## src/rtl/fifo_scheduler.sv

```systemverilog
// fifo_scheduler
//   Schedules a single FIFO port between NREQ round-robin write requesters
//   and one consumer. It issues at most one operation per cycle, tracks FIFO
//   occupancy itself, and flags any strobe that hits a full/empty FIFO.
//
// Ports
//   clk     : clock, all state updates on the rising edge
//   rst     : asynchronous active-high reset
//   req     : per-requester write request (level, held until granted)
//   rd_req  : consumer read request (level)
//   full    : FIFO full flag, used only for the protocol-error check
//   emp     : FIFO empty flag, used only for the protocol-error check
//   wr      : write strobe, one cycle per write
//   rd      : read strobe, one cycle per read
//   gnt     : one-hot grant, high in the same cycle as wr
//   gnt_id  : binary index of gnt, 0 when no grant
//   count   : scheduler-tracked occupancy (0 .. 2**addresswidth)
//   err     : sticky protocol-error flag, cleared only by rst
module fifo_scheduler #(
  parameter int NREQ         = 4,
  parameter int addresswidth = 5
) (
  input  logic                    clk,
  input  logic                    rst,
  input  logic [NREQ-1:0]         req,
  input  logic                    rd_req,
  input  logic                    full,
  input  logic                    emp,
  output logic                    wr,
  output logic                    rd,
  output logic [NREQ-1:0]         gnt,
  output logic [$clog2(NREQ)-1:0] gnt_id,
  output logic [addresswidth:0]   count,
  output logic                    err
);

  localparam int IDW = $clog2(NREQ);
  localparam int CW  = addresswidth + 1;

  localparam logic [CW-1:0]   L_DEPTH    = {1'b1, {addresswidth{1'b0}}};
  localparam logic [CW-1:0]   L_CNT_ZERO = {CW{1'b0}};
  localparam logic [CW-1:0]   L_CNT_ONE  = {{(CW-1){1'b0}}, 1'b1};
  localparam logic [IDW:0]    L_NREQ     = (IDW+1)'(NREQ);
  localparam logic [IDW-1:0]  L_LAST_IDX = IDW'(NREQ - 1);
  localparam logic [IDW-1:0]  L_IDX_ONE  = {{(IDW-1){1'b0}}, 1'b1};
  localparam logic [NREQ-1:0] L_GNT_ONE  = {{(NREQ-1){1'b0}}, 1'b1};

  typedef enum logic [1:0] {
    ST_IDLE  = 2'b00,
    ST_WRITE = 2'b01,
    ST_READ  = 2'b10
  } state_t;

  typedef enum logic {
    OP_WRITE = 1'b0,
    OP_READ  = 1'b1
  } op_t;

  state_t          r_state;
  op_t             r_last_op;
  logic [IDW-1:0]  r_rr_ptr;
  logic [NREQ-1:0] r_gnt;
  logic [IDW-1:0]  r_gnt_id;
  logic [CW-1:0]   r_count;
  logic            r_err;

  logic            w_found;
  logic [IDW-1:0]  w_gnt_idx;
  logic [IDW:0]    w_sum;
  logic            w_wr_elig;
  logic            w_rd_elig;
  logic            w_do_wr;
  logic            w_do_rd;

  // Round-robin search: first requester at or after r_rr_ptr, wrapping at NREQ.
  always_comb begin
    w_found   = 1'b0;
    w_gnt_idx = {IDW{1'b0}};
    w_sum     = {(IDW+1){1'b0}};
    for (int k = 0; k < NREQ; k++) begin
      w_sum = {1'b0, r_rr_ptr} + (IDW+1)'(k);
      if (w_sum >= L_NREQ) begin
        w_sum = w_sum - L_NREQ;
      end else begin
        w_sum = w_sum;
      end
      if (!w_found && req[w_sum[IDW-1:0]]) begin
        w_found   = 1'b1;
        w_gnt_idx = w_sum[IDW-1:0];
      end else begin
        w_found   = w_found;
      end
    end
  end

  // Eligibility and tie-break: on a tie the op opposite to the last one wins.
  always_comb begin
    w_wr_elig = w_found && (r_count != L_DEPTH);
    w_rd_elig = rd_req && (r_count != L_CNT_ZERO);
    w_do_wr   = w_wr_elig && (!w_rd_elig || (r_last_op == OP_READ));
    w_do_rd   = w_rd_elig && !w_do_wr;
  end

  // Scheduler FSM: state holds the op issued this cycle; count/grant move with it.
  always_ff @(posedge clk or posedge rst) begin
    if (rst) begin
      r_state   <= ST_IDLE;
      r_last_op <= OP_READ;
      r_rr_ptr  <= {IDW{1'b0}};
      r_gnt     <= {NREQ{1'b0}};
      r_gnt_id  <= {IDW{1'b0}};
      r_count   <= L_CNT_ZERO;
      r_err     <= 1'b0;
    end else begin
      // Strobes seen by the FIFO this cycle are checked against its flags.
      if ((wr && full) || (rd && emp)) begin
        r_err <= 1'b1;
      end else begin
        r_err <= r_err;
      end

      case ({w_do_wr, w_do_rd})
        2'b10: begin
          r_state   <= ST_WRITE;
          r_last_op <= OP_WRITE;
          r_gnt     <= L_GNT_ONE << w_gnt_idx;
          r_gnt_id  <= w_gnt_idx;
          r_count   <= r_count + L_CNT_ONE;
          if (w_gnt_idx == L_LAST_IDX) begin
            r_rr_ptr <= {IDW{1'b0}};
          end else begin
            r_rr_ptr <= w_gnt_idx + L_IDX_ONE;
          end
        end
        2'b01: begin
          r_state   <= ST_READ;
          r_last_op <= OP_READ;
          r_gnt     <= {NREQ{1'b0}};
          r_gnt_id  <= {IDW{1'b0}};
          r_count   <= r_count - L_CNT_ONE;
          r_rr_ptr  <= r_rr_ptr;
        end
        default: begin
          r_state   <= ST_IDLE;
          r_last_op <= r_last_op;
          r_gnt     <= {NREQ{1'b0}};
          r_gnt_id  <= {IDW{1'b0}};
          r_count   <= r_count;
          r_rr_ptr  <= r_rr_ptr;
        end
      endcase
    end
  end

  // Strobes are pure decodes of the state register, so no input reaches them.
  assign wr     = (r_state == ST_WRITE);
  assign rd     = (r_state == ST_READ);
  assign gnt    = r_gnt;
  assign gnt_id = r_gnt_id;
  assign count  = r_count;
  assign err    = r_err;

endmodule

```

## config.mk

```make
export PLATFORM = sky130hd
export DESIGN_NAME = fifo_scheduler
export DESIGN_NICKNAME = d
export VERILOG_FILES = /design/src/rtl/fifo_scheduler.sv
export SDC_FILE = /design/constraint.sdc
export NUM_CORES = 1
export LEC_CHECK = 0
export CORE_UTILIZATION = 50
export DETAILED_ROUTE_END_ITERATION = 10
export PLACE_DENSITY_LB_ADDON = 0.2
export SYNTH_ARGS = -nofsm -noshare
export SYNTH_HDL_FRONTEND = slang
export SYNTH_SLANG_ARGS = --single-unit
```

## constraint.sdc

```tcl
create_clock -name clk -period 4.3 [get_ports clk]
set_clock_uncertainty 0.05 [all_clocks]
set_input_delay 0.86 -clock clk [delete_from_list [all_inputs] [get_ports clk]]
set_output_delay 0.86 -clock clk [all_outputs]
set_load 0.02 [all_outputs]
```

* Word-level counts from Yosys, hierarchy flattened
Cells that the tools add are included.
** Word-level totals
- Register bits :: 18
- Bits of input ports :: 9
- Output and inout port bits :: 15
- Word-level logic and storage cells :: 76
** Operators by class
- Add/sub/neg operators :: 10
- Order comparisons :: 8
- Equality and inequality tests :: 6
- Shift operators :: 1
- Multiplexer cells :: 26
- Reductions and logical operators :: 18
** Operators by type and width (count)
- 2-bit two-way mux :: 10
- 2-bit by 3-bit < comparator with 1-bit output, second input constant :: 4
- 6-bit case mux with 2 select lines :: 1
- 3-bit >= comparator, second input constant :: 3
- 1-bit logical AND :: 9
- 1-bit binary-select mux with 2-bit select :: 4
- 1-bit two-way mux :: 8
- 2-bit by 1-bit subtractor with 2-bit output, second input constant :: 4
- 2-bit by 2-bit adder with 3-bit output, second input constant :: 2
- 6-bit by 1-bit adder with 6-bit output, second input constant :: 1
- 2-bit == test, second input constant :: 3
- 6-bit inequality test, second input constant :: 1
- 6-bit nonzero test :: 1
- 6-bit by 1-bit subtractor with 6-bit output, second input constant :: 1
- 1-bit zero test :: 5
- 2-bit by 1-bit == test with 1-bit output, second input constant :: 2
- 4-bit two-way mux :: 1
- 2-bit case mux with 2 select lines :: 1
- 1-bit by 2-bit << shifter with 4-bit output, first input constant :: 1
- 2-bit by 1-bit adder with 3-bit output, second input constant :: 1
- 2-bit by 3-bit >= comparator with 1-bit output, second input constant :: 1
- 2-bit by 1-bit adder with 2-bit output, second input constant :: 1
- 1-bit logical OR :: 2
- 1-bit case mux with 2 select lines :: 1
- 2-bit nonzero test :: 1

* Logic depth before layout (Yosys ltp)
- Word-level depth :: 20
- Depth in mapped cells :: 12
- Gate-level depth less buffers :: 11

* Worst setup path after synthesis
No wires, ideal clock.
- Kind :: input port to flip-flop
- Start :: input port req[2]
- End :: register r_count[5], in the netlist count[5]
- Library setup time :: 0.066 ns
- Arrival time :: 3.178 ns
- Required time :: 4.184 ns
- Setup slack :: 1.006 ns
- Cell stages on the path :: 10
- Buffers on the path :: 1
- Cell sequence :: nor4_4 > nor2b_4 > buf_6 > nor3b_1 > ha_1 > a211oi_1 > o21bai_1 > a2111oi_0 > nor4_1 > nand2_1
** Between the ends
- Word-level cells in the longest chain between the ends :: 18
- Elaborated cells on any way between the ends :: 26
- Those cells by class :: eq/ne: 2; mux: 13; reduce/logical: 11
** RTL lines
- from (decl) :: RTL line 25 : input logic [NREQ-1:0] req,
- 1-bit binary-select mux with 2-bit select :: RTL line 87 : if (!w_found && req[w_sum[IDW-1:0]]) begin
- 1-bit two-way mux (implied by the code) :: RTL line 87
- 1-bit two-way mux :: RTL line 87
- 1-bit zero test :: RTL line 87
- 1-bit logical AND :: RTL line 87
- 1-bit two-way mux :: RTL line 87
- 1-bit zero test :: RTL line 87
- 1-bit logical AND :: RTL line 87
- [... 2 more ...]
- 1-bit logical AND :: RTL line 87
- 1-bit two-way mux (*) :: RTL line 87
- 1-bit logical AND (*) :: RTL line 98 : w_wr_elig = w_found && (r_count != L_DEPTH);
- 1-bit logical AND (*) :: RTL line 100 : w_do_wr = w_wr_elig && (!w_rd_elig || (r_last_op == OP_READ));
- 1-bit zero test :: RTL line 101 : w_do_rd = w_rd_elig && !w_do_wr;
- 1-bit logical AND :: RTL line 101
- 2-bit by 1-bit == test with 1-bit output or 2-bit == test (tied branches) :: RTL line 122 : case ({w_do_wr, w_do_rd})
- 6-bit case mux with 2 select lines or 2-bit nonzero test (tied branches)
- to (signal assigned) :: RTL line 128 : r_count <= r_count + L_CNT_ONE;
- to (signal assigned) :: RTL line 140 : r_count <= r_count - L_CNT_ONE;
- to (signal assigned) :: RTL line 148 : r_count <= r_count;
- to (decl) :: RTL line 64 : logic [CW-1:0] r_count;
Mark *: on every way between the ends. The rest lies on a longest branch, timed or not. The select of a mux whose other input is x is not followed.
A chain may end at the register's enable or synchronous reset.

* Worst setup path in the final report
Ends and elaborated chain as after synthesis.

==> flow_metrics.tcl <==
set metrics [dict create \
    ant_nets 0 \
    path_cells "clkdlybuf4s50_1 -> nor4_4 -> nor2b_4 -> nor3b_1 -> buf_4 -> ha_1 -> a211oi_1 -> o21bai_1 -> a2111oi_0 -> nor4_1 -> nand2_1" \
    postSynthCellCount 104 \
    seqPwrFrac 0.315 \
    cp-start-kind "input pin" \
    grt_usage 0.203 \
    post_cts_buffers 0 \
    fin_nets 150 \
    setup_viol 0 \
    yosysUniqueCellTypes 40 \
    max-vdd-ir-drop_mv 0.448 \
    drt-initial-drc-count 17 \
    placed_area_um2 1380 \
    clockRootBuffer "clkbuf_4" \
    slew_headroom 0.537 \
    power_frac_comb 0.572 \
    finalSetupTns_ps 0 \
    post_drt_wl_per_cell_um 13.4 \
    totalWireLength_um 2130 \
    fin_crit_ps 3550 \
    yosys_warnings 0 \
    critPathMaxFanout 10 \
    rows 16 \
    p_int_uw 553 \
    via_per_inst 5.47 \
    rr_worst_depth 12 \
    cts.sinks 18 \
    r2r-end "count[5]" \
    critPathCapture "count[5]" \
    crit_cells 11 \
    crit_family "simple AND/OR/NAND/NOR gates" \
    holdCritPathClass "reg2reg" \
    yosysMostFrequentCell "dfrtp_1" \
    r2r-start "count[2]" \
    place_congestion 0.824 \
    avgSynthCellArea_um2 10.8 \
    synth_area_leader_cell "dfrtp_1" \
    synth_common_cells "dfrtp_1, inv_1, ha_1" \
    final_cells 158 \
    finalCritPeriodShare 0.826 \
    synth_top_area_frac 0.379 \
    worst_setup_path_end_kind "flop" \
    ctsHoldBuffers 0 \
    maxSlewViolCount 0 \
    io_pins 24 \
    clockBufferDepth 2 \
    ctsResizeCount 0 \
    diodes 0 \
    async_flop_share 1.00 \
    synth_edf_count 0 \
    syn_nets 122 \
    critPathKind "in2reg" \
    clock_latency_ps 300 \
    die_w_um 49.4 \
    grt_max_degree 19 \
    fmax_ghz 0.282 \
    path_clk_slew_ps 100 \
    crit_arrival_ps 3750 \
    start_util 0.550 \
    ys_ff_latch 18 \
    power.switching_uw 388 \
    grt_pass1_vias 846 \
    dp_cells 154 \
    antenna_found_initial 0 \
    drv_cap 0 \
    dp_hpwl_um 1590 \
    core_area_um2 2040 \
    die_h_um 49.4 \
    worst_pin_slew_ps 693 \
    fin_area_um2 1420 \
    grt.overflow.total 0 \
    finalCoreUtilization 0.695 \
    syn-cell-area_um2 1120 \
    drive_above_1_share 0.137 \
    cp_slowest_cell "nor4_4" \
    drc_errors 0 \
    clkPwrFrac 0.113 \
    dieArea_um2 2440 \
    critPathLaunch "req[2]" \
    required_ps 4500 \
    power_leakage_nw 0.631 \
    syn_to_final_growth_pct 26.4 \
    slowest_delay_ps 570 \
    firstDrtPassIters 4 \
    yosysSeqAreaShare 0.402 \
    grt_pass1_wl_um 3700 \
    htreeDepth 1 \
    outcome "complete, no violations" \
    tritoncts "yes" \
    vias 864 \
    grt_setup_unrepaired "false" \
    ff2ff_setup_slack_ps 970 \
    critPathBufInv 2 \
    ys.flop_type "dfrtp_1" \
    power_density_nw_per_um2 662 \
    switching_share 0.412 \
    hold_violations 0 \
    io_buffers 23 \
    synth.area.top_cells "dfrtp_1, ha_1, mux2_2" \
    cts_buffers 3 \
]
-- layout by cell type (no fill, tap or decap), types with 2 or more instances in the layout --
| cell | netlist | final |
|---|---|---|
| inv_1 | 9 | 9 |
| mux2_2 | 4 | 4 |
| nor3_1 | 3 | 3 |
| o22ai_1 | 2 | 2 |
| clkdlybuf4s50_1 | 0 | 23 |
| dfrtp_1 | 17 | 17 |
| nor2_1 | 4 | 4 |
| clkbuf_4 | 0 | 3 |
| o21a_1 | 2 | 2 |
| and2_1 | 6 | 6 |
| ha_1 | 8 | 8 |
| a2111oi_0 | 3 | 3 |
| xnor2_1 | 4 | 4 |
| a21o_1 | 2 | 2 |
| a21oi_1 | 6 | 6 |
| o21ai_0 | 4 | 4 |
| nand2_1 | 4 | 4 |
| nor2b_1 | 2 | 2 |
-- how the worst min path moves through the flow --
stage | slack, ps | cells after the start | end | startpoint
final | 450 | 1 | err | err
after floorplan | 450 | 1 | r_rr_ptr[0] | r_rr_ptr[0]
after global routing | 460 | 1 | err | err
after detailed placement | 420 | 1 | err | err
after CTS | 450 | 1 | err | err
after global placement | 420 | 1 | err | err
-- kinds of logic (layout without fill, tap and decap cells) --
family | after synthesis | after routing | share of synthesized area
AOI/OAI and AO/OA | 27 | 27 | 0.170
xor gates and xnor gates | 4 | 4 | 0.0312
adders and majority gates | 9 | 9 | 0.107
buffers and inverters | 10 | 37 | 0.0401
DFF | 18 | 18 | 0.402
muxes | 6 | 6 | 0.0590
and+or+nand+nor | 30 | 30 | 0.190
-- flip-flops by register name, summed over array words and instances (netlist names) --
name and count:
count 6, gnt 4, gnt_id 2, r_rr_ptr 2
r_state 2, err 1, r_last_op 1
-- power groups by stage --
stage / registers (mW) / logic, mW / clock network, mW
after floorplan: 0.346 / 0.314 / 0
after global placement: 0.296 / 0.526 / 0
after detailed placement: 0.298 / 0.535 / 0
after CTS: 0.294 / 0.541 / 0.110
after global routing: 0.305 / 0.594 / 0.116
final: 0.296 / 0.538 / 0.106
-- routing by layer --
metal	global-route usage	up-vias	routed length (um)
met1	0.271	407	1020
met3	0.0312	3	99
li1	-	427	-
met4	0.100	0	37
met2	0.322	27	965
met5	0	-	0
-- worst reg2reg max path, cell delays in order (launching register included) --
cell,delay [ps]
dfrtp_1,430
or4_4,590
nand2b_4,190
a21oi_2,170
nor2b_4,260
nor3b_1,80
buf_4,160
ha_1,290
a211oi_1,320
o21bai_1,160
a2111oi_0,420
nor4_1,110
nand2_1,70
-- per-stage QoR --
stage / worst slack, ps / power [mW] / hold WS, ps
after floorplan: 1010 / 0.659 / 455
after global placement: 602 / 0.822 / 419
after detailed placement: 448 / 0.833 / 418
after CTS: 767 / 0.945 / 446
after global routing: 444 / 1.02 / 459
final: 749 / 0.940 / 447
-- final cells by class --
type / instances / area [um^2]
clock buffer: 4 / 36.3
fill: 159 / 622
inverter: 9 / 33.8
multi-input combinational: 76 / 627
sequential: 18 / 452
tap: 27 / 33.8
timing repair buffer: 24 / 238
No activity file was read; power rests on OpenSTA's default activity.
